==> config.mk <==
export PLATFORM = sky130hd
export DESIGN_NAME = graffiti_pixel_writer
export DESIGN_NICKNAME = d
export VERILOG_FILES = /design/src/rtl/graffiti_pixel_writer.sv
export SDC_FILE = /design/constraint.sdc
export NUM_CORES = 1
export LEC_CHECK = 0
export ABC_CLOCK_PERIOD_IN_PS = 6800
export CAP_MARGIN = 5
export CORE_ASPECT_RATIO = 0.75
export CORE_MARGIN = 2
export CORE_UTILIZATION = 55
export CTS_CLUSTER_DIAMETER = 80
export DETAILED_ROUTE_END_ITERATION = 7
export MAX_ROUTING_LAYER = met4
export PLACE_DENSITY = 0.75
export RECOVER_POWER = 100
export SYNTH_ARGS = -nofsm -noshare
export SYNTH_HDL_FRONTEND = slang
export SYNTH_SLANG_ARGS = --single-unit
==> constraint.sdc <==
create_clock -name clk -period 6.8 [get_ports clk]
set_clock_uncertainty 0.1 [all_clocks]
set_input_delay 1.36 -clock clk [delete_from_list [all_inputs] [get_ports clk]]
set_output_delay 1.36 -clock clk [all_outputs]
set_load 0.01 [all_outputs]
==> src/rtl/graffiti_pixel_writer.sv <==
// graffiti_pixel_writer
// Maps IR-camera pen positions (1024x768) onto a 1bpp 640x480 framebuffer held
// in SRAM. Each accepted point becomes a read-modify-write of one 16-bit word.
// A full-frame clear can be requested and takes priority over queued points.
// SRAM traffic is only started while `enable` (write window) is high.
//
// Ports
//   clk, reset           system clock, synchronous active-low reset
//   cam_x, cam_y         camera coordinates, 1023 = no blob
//   cam_valid            1-cycle strobe, new coordinates
//   pen_erase            1 = clear pixel, 0 = set pixel (sampled with cam_valid)
//   clear_req            1-cycle strobe, blank whole framebuffer
//   enable               SRAM write window granted
//   address, data_write  SRAM word address / write data
//   read, write          SRAM requests, held until ready
//   data_read, ready     SRAM read data / 1-cycle completion strobe
//   busy                 work in flight, queued or pending
//   overflow             1-cycle pulse, point dropped because queue full
module graffiti_pixel_writer #(
  parameter int unsigned QDEPTH     = 2,
  parameter int unsigned WORDS_LINE = 40,
  parameter int unsigned LINES      = 480
) (
  input  logic        clk,
  input  logic        reset,
  input  logic [9:0]  cam_x,
  input  logic [9:0]  cam_y,
  input  logic        cam_valid,
  input  logic        pen_erase,
  input  logic        clear_req,
  input  logic        enable,
  output logic [17:0] address,
  output logic [15:0] data_write,
  output logic        read,
  output logic        write,
  input  logic [15:0] data_read,
  input  logic        ready,
  output logic        busy,
  output logic        overflow
);

  localparam int unsigned AW = 18;
  localparam int unsigned DW = 16;
  localparam int unsigned CW = 10;
  localparam int unsigned MW = 13;
  localparam int unsigned PW = (QDEPTH > 1) ? $clog2(QDEPTH) : 1;
  localparam int unsigned NW = $clog2(QDEPTH + 1);

  localparam logic [AW-1:0] CLR_LAST = AW'(WORDS_LINE * LINES - 1);
  localparam logic [CW-1:0] NO_BLOB  = CW'(1023);

  typedef struct packed {
    logic [CW-1:0] px;
    logic [CW-1:0] py;
    logic          erase;
  } point_t;

  typedef enum logic [2:0] {
    IDLE, RD, RD_WAIT, MODIFY, WR, WR_WAIT, CLR_WR, CLR_WAIT
  } state_t;

  state_t state, state_d;

  // Point queue and bookkeeping
  point_t        mem [QDEPTH];
  logic [PW-1:0] rd_ptr, wr_ptr;
  logic [NW-1:0] count, count_d;
  point_t        head;
  point_t        last_pt;
  logic          last_valid, last_valid_d;
  logic          clear_pending, clear_pending_d;

  // Current RMW context
  logic [3:0]    cur_bit;
  logic          cur_erase;
  logic [DW-1:0] word_q;

  // Next values of the registered outputs
  logic [AW-1:0] address_d;
  logic [DW-1:0] data_write_d;
  logic          read_d, write_d, busy_d, overflow_d;

  // Capture path signals
  logic [CW-1:0] cap_px, cap_py;
  point_t        cap_pt;
  logic          no_blob, dup, cand, full, push, pop;
  logic          clr_active, clr_done, latch_word;
  logic [AW-1:0] head_addr;
  logic [DW-1:0] mask, modified;

  // Scale 1024x768 camera space by 5/8 into 640x480 pixel space
  assign cap_px  = CW'((MW'(cam_x) * MW'(5)) >> 3);
  assign cap_py  = CW'((MW'(cam_y) * MW'(5)) >> 3);
  assign cap_pt  = '{px: cap_px, py: cap_py, erase: pen_erase};

  assign no_blob = (cam_x == NO_BLOB) || (cam_y == NO_BLOB);
  assign dup     = last_valid && (cap_pt == last_pt);
  assign cand    = cam_valid && !no_blob && !dup;
  assign full    = (count == NW'(QDEPTH));

  // Pop only from IDLE with the window open; a pending clear goes first
  assign pop     = (state == IDLE) && enable && !clear_pending && (count != '0);
  // A same-cycle pop frees a slot, so a full queue can still accept
  assign push    = cand && (!full || pop);

  assign head      = mem[rd_ptr];
  assign head_addr = AW'(head.py) * AW'(WORDS_LINE) + AW'(head.px[9:4]);

  assign clr_active = (state == CLR_WR) || (state == CLR_WAIT);
  assign clr_done   = (state == CLR_WAIT) && ready && (address == CLR_LAST);
  assign latch_word = ((state == RD) || (state == RD_WAIT)) && ready;

  // Leftmost pixel lives in the word MSB
  assign mask     = DW'(16'h8000) >> cur_bit;
  assign modified = cur_erase ? (word_q & ~mask) : (word_q | mask);

  // Queue occupancy and sticky flags
  always_comb begin
    count_d = count;
    case ({push, pop})
      2'b10:   count_d = count + NW'(1);
      2'b01:   count_d = count - NW'(1);
      default: count_d = count;
    endcase

    last_valid_d = last_valid;
    if (push)          last_valid_d = 1'b1;
    else if (clr_done) last_valid_d = 1'b0;

    clear_pending_d = clear_pending;
    if (clr_done)                       clear_pending_d = 1'b0;
    else if (clear_req && !clr_active)  clear_pending_d = 1'b1;
  end

  // State register
  always_ff @(posedge clk) begin
    if (!reset) state <= IDLE;
    else        state <= state_d;
  end

  // Next-state logic; ready is honoured in RD/WR too in case the SRAM answers at once
  always_comb begin
    state_d = state;
    case (state)
      IDLE: begin
        if (clear_pending && enable) state_d = CLR_WR;
        else if (pop)                state_d = RD;
      end
      RD:       state_d = ready ? MODIFY : RD_WAIT;
      RD_WAIT:  if (ready) state_d = MODIFY;
      MODIFY:   state_d = WR;
      WR:       state_d = ready ? IDLE : WR_WAIT;
      WR_WAIT:  if (ready) state_d = IDLE;
      CLR_WR:   if (enable) state_d = CLR_WAIT;
      CLR_WAIT: begin
        if (ready) state_d = (address == CLR_LAST) ? IDLE : CLR_WR;
      end
      default:  state_d = IDLE;
    endcase
  end

  // Output logic: request lines follow the state being entered, so they
  // drop on the cycle after ready and read/write never overlap
  always_comb begin
    read_d       = (state_d == RD) || (state_d == RD_WAIT);
    write_d      = (state_d == WR) || (state_d == WR_WAIT) || (state_d == CLR_WAIT);
    address_d    = address;
    data_write_d = data_write;
    case (state)
      IDLE: begin
        if (state_d == RD)          address_d = head_addr;
        else if (state_d == CLR_WR) address_d = '0;
      end
      MODIFY:   data_write_d = modified;
      CLR_WR:   if (state_d == CLR_WAIT) data_write_d = '0;
      CLR_WAIT: if (state_d == CLR_WR)   address_d = address + AW'(1);
      default: ;
    endcase
    busy_d     = (state_d != IDLE) || (count_d != '0) || clear_pending_d;
    overflow_d = cand && full && !pop;
  end

  // Registered outputs
  always_ff @(posedge clk) begin
    if (!reset) begin
      address    <= '0;
      data_write <= '0;
      read       <= 1'b0;
      write      <= 1'b0;
      busy       <= 1'b0;
      overflow   <= 1'b0;
    end else begin
      address    <= address_d;
      data_write <= data_write_d;
      read       <= read_d;
      write      <= write_d;
      busy       <= busy_d;
      overflow   <= overflow_d;
    end
  end

  // Queue control, filter memory and RMW context
  always_ff @(posedge clk) begin
    if (!reset) begin
      count         <= '0;
      rd_ptr        <= '0;
      wr_ptr        <= '0;
      last_valid    <= 1'b0;
      last_pt       <= '0;
      clear_pending <= 1'b0;
      cur_bit       <= '0;
      cur_erase     <= 1'b0;
      word_q        <= '0;
    end else begin
      count         <= count_d;
      last_valid    <= last_valid_d;
      clear_pending <= clear_pending_d;
      if (push) begin
        wr_ptr  <= wr_ptr + PW'(1);
        last_pt <= cap_pt;
      end
      if (pop) begin
        rd_ptr    <= rd_ptr + PW'(1);
        cur_bit   <= head.px[3:0];
        cur_erase <= head.erase;
      end
      if (latch_word) word_q <= data_read;
    end
  end

  // Queue storage needs no reset; occupancy is tracked by count
  always_ff @(posedge clk) begin
    if (push) mem[wr_ptr] <= cap_pt;
  end

endmodule
==> results.md <==
- Outcome: complete, but fails checks
- Failing checks: capacitance limit, slew limit
- Synth warnings: 0
- Max-cap viol count: 2
- Clk pwr share: 0.296
- Post-synthesis instance area: 0.00810 sq mm
- Post-route cell area: 0.00946 sq mm
- Library cell with the largest summed area after synthesis: sky130_fd_sc_hd__dfxtp_1
- Number of enable-type register cells in the synthesized netlist: 42
- Mean instance size in the synthesized netlist: 9.41 sq um
- Gpl congestion: 0.973
- Fraction of layout cells with a size suffix above 1: 0.0560
- Share of the cycle needed by the critical path after routing: 0.908
- Syn_nets: 957
- Sort of element at the end of the critical path: flop
- TritonCTS clock tree: done
- Vias: 6,751
- Maximum net fanout on the critical path: 22
- Setup repair bufs after CTS: 0
- Power density normalized to cell area: 318 mW/mm^2
- First-pass GRT wire length: 33.8 mm
- DRT antenna net count: 0
- Sequential group share of total power: 0.342
- Ant diodes: 0
- TritonCTS buffer count: 17
- Final layout net count: 1,012
- Gate count after technology mapping: 860
- Hold violation total from the final report: 0
- GRT Overall Usage: 0.286
- Path category of the worst min-delay check: flop to flop
- Post-layout power: 3.00 mW
- Crit path kind: primary input to flop
- Internal power: 1.92 mW
- Via count of the first global-routing pass: 6,474
- Height of the die: 109 um
- Slew margin rel.: -0.586
- Most used standard cell by instance count after synthesis: sky130_fd_sc_hd__dfxtp_1
- Commonest cells post-synth: 90 x sky130_fd_sc_hd__dfxtp_1, 71 x sky130_fd_sc_hd__nor2_1, 65 x sky130_fd_sc_hd__nand2_1
- Remaining Overflow, GRT: 0
- Placed instance area: 0.00894 sq mm
- Pin count of the biggest net entering global routing: 66
- Maximum resistive drop on vdd: 0.000196 V
- Combinational group share of total power: 0.362
- Critical path data required time: 6.74 ns
- Post-cts hold buffer count: 0
- Fraction of post-synthesis cell area in the top cell type by area: 0.223
- Antenna violations before repair: 0
- Clock transition at the register clock pins on the worst setup and hold paths after CTS: 0.06 ns
- Final count of pins violating max slew: 116
- Share of the yosys chip area belonging to registers: 0.378
- Register bit total from synthesis: 132
- Insertion delay to the later sink of the worst-skew pair: 0.41 ns
- Peak Freq: 162 MHz
- Switching power total: 1.09 mW
- Number of distinct standard cells referenced by the synthesized netlist: 78
- Crit path time final: 6.17 ns
- Die span in x: 144 um
- Number of top-level design ports: 81
- Dominant cells by area after synthesis: sky130_fd_sc_hd__dfxtp_1 22%, sky130_fd_sc_hd__edfxtp_1 16%, sky130_fd_sc_hd__ha_1 7.7%, sky130_fd_sc_hd__mux2i_1 3.6%, sky130_fd_sc_hd__nor2_1 3.3%
- Switching part of the total: 0.362
- CTS H-tree lvls: 4
- Initial Util: 0.562
- Post-DP HPWL: 15.4 mm
- WL/cell: 18.6 um
- Measured slew at the worst slew-check pin: 2.38 ns
- Sinks on the clock net: 132
- Standby leakage power: 3.67 nW
- CP arrival: 6.11 ns
- CTS-repair resized insts: 0
- Max Root-Sink Buffers: 2
- Setup repair after global routing missed its margin: no
- Critical path launch point type: primary input
- Final WL: 21.0 mm
- Fraction of synthesis flops using an asynchronous set or reset pin: 0
- Length of the first detailed-routing pass in iterations: 5
- Main flop type after synthesis: sky130_fd_sc_hd__dfxtp_1
- # DRC: 0
- Area added between synthesis and finish: 16.8%
- Sum Neg Setup Slack: 0 ns
- Die area: 0.0157 sq mm
- Root buffer cell: sky130_fd_sc_hd__clkbuf_16
- # setup viols final: 0
- Number of design-rule violations left by the first detailed-router iteration: 555
- Per-cell via count in the routed design: 5.98
- # rows: 38
- Port bufs: 80
- Floorplan core area: 0.0144 sq mm
power groups by stage:
stage                     sequential [mW]  combinational (mW)  clock, mW
after floorplan                     0.999               0.821          0
after global placement               1.03                1.06          0
after detailed placement             1.04                1.08          0
after CTS                            1.03                1.10      0.897
after global routing                 1.04                1.19      0.936
final                                1.03                1.09      0.888
cell usage in the layout (no fill, tap or decap), types with 7 or more instances in the layout:
cell | Yosys | layout
sky130_fd_sc_hd__and2_0 | 3 | 7
sky130_fd_sc_hd__clkbuf_16 | 0 | 17
sky130_fd_sc_hd__o21a_1 | 8 | 8
sky130_fd_sc_hd__mux2_2 | 13 | 11
sky130_fd_sc_hd__o31ai_1 | 18 | 18
sky130_fd_sc_hd__ha_1 | 50 | 50
sky130_fd_sc_hd__nand2b_1 | 11 | 11
sky130_fd_sc_hd__and3_1 | 14 | 14
sky130_fd_sc_hd__xnor2_1 | 29 | 29
sky130_fd_sc_hd__a22oi_1 | 16 | 16
sky130_fd_sc_hd__nor2_1 | 71 | 73
sky130_fd_sc_hd__o211a_1 | 8 | 8
sky130_fd_sc_hd__a21boi_0 | 8 | 9
sky130_fd_sc_hd__dfxtp_1 | 90 | 90
sky130_fd_sc_hd__nor3_1 | 15 | 15
sky130_fd_sc_hd__a21oi_1 | 32 | 33
sky130_fd_sc_hd__inv_1 | 15 | 15
sky130_fd_sc_hd__dlygate4sd3_1 | 0 | 43
sky130_fd_sc_hd__and2_1 | 16 | 12
sky130_fd_sc_hd__edfxtp_1 | 42 | 42
sky130_fd_sc_hd__nand3_1 | 21 | 21
sky130_fd_sc_hd__xor2_1 | 13 | 13
sky130_fd_sc_hd__nor2b_1 | 39 | 39
sky130_fd_sc_hd__clkdlybuf4s50_1 | 0 | 36
sky130_fd_sc_hd__a21o_1 | 9 | 9
sky130_fd_sc_hd__a31o_1 | 20 | 20
sky130_fd_sc_hd__nand2_1 | 65 | 65
sky130_fd_sc_hd__o21ai_0 | 47 | 48
sky130_fd_sc_hd__mux2i_1 | 29 | 29
worst max-delay path: stages:
cell,delay (ns)
sky130_fd_sc_hd__dlygate4sd3_1,0.59
sky130_fd_sc_hd__ha_1,0.32
sky130_fd_sc_hd__ha_1,0.26
sky130_fd_sc_hd__a211oi_1,0.70
sky130_fd_sc_hd__nor2_1,0.30
sky130_fd_sc_hd__o221ai_1,0.69
sky130_fd_sc_hd__xor2_1,0.26
sky130_fd_sc_hd__nor2_1,0.10
sky130_fd_sc_hd__and4b_1,0.23
sky130_fd_sc_hd__a311o_1,0.58
sky130_fd_sc_hd__nor2_1,0.17
sky130_fd_sc_hd__clkbuf_2,0.53
state kept, by name, indices dropped and copies added, names as in the netlist, named ones only:
register	flops
rd_ptr	1
busy	1
word_q	16
cur_erase	1
clear_pending	1
state	3
cur_bit	4
address	18
last_pt	21
write	1
read	1
mem	42
wr_ptr	1
data_write	16
count	2
last_valid	1
overflow	1
worst paths after layout:
kind	endpoint	cells after the start	start	slack [ns]
worst min-delay path	data_write[15]	2	data_write[15]	0.37
worst min register to register	data_write[15]	2	data_write[15]	0.37
worst max-delay path	mem[0][2]	12	cam_y[3]	0.63
worst max register to register	address[13]	15	flop	2.12
stage by stage:
stage / util / setup WS (ns) / hold WS, ns / cells
finish: 0.657 / 0.628 / 0.369 / 1128
detailed placement: 0.621 / 0.800 / 0.359 / 1096
global placement: 0.621 / 0.956 / 0.357 / 1096
CTS: 0.660 / 1.24 / 0.367 / 1128
floorplan: - / 1.45 / 0.344 / 860
global route: 0.657 / 0.459 / 0.387 / 1128
metal layers:
| metal | vias to the layer above | routed length [um] | global-route usage |
|---|---|---|---|
| met4 | 0 | 259 | 0.0840 |
| met1 | 3208 | 10300 | 0.405 |
| met2 | 242 | 9320 | 0.423 |
| met3 | 20 | 1140 | 0.0466 |
| met5 | - | 0 | - |
| li1 | 3281 | - | - |
area by class of cell:
cell class	instances	area, sq um
clock inverter	13	136
tap	200	250
sequential	132	3060
timing repair buffer	86	827
multi-input combinational	663	4690
fill	1198	4950
inverter	15	56.3
clock buffer	19	433
logic make-up after synthesis:
kind of cell | share of synthesized area
AND/OR/NAND/NOR | 0.190
AO/OA/AOI/OAI | 0.196
flip-flops | 0.378
buffers and inverters | 0.0377
adder cells (fa/ha/maj) | 0.0872
XOR/XNOR | 0.0566
multiplexers | 0.0539
(Power assumes the default switching activity.)
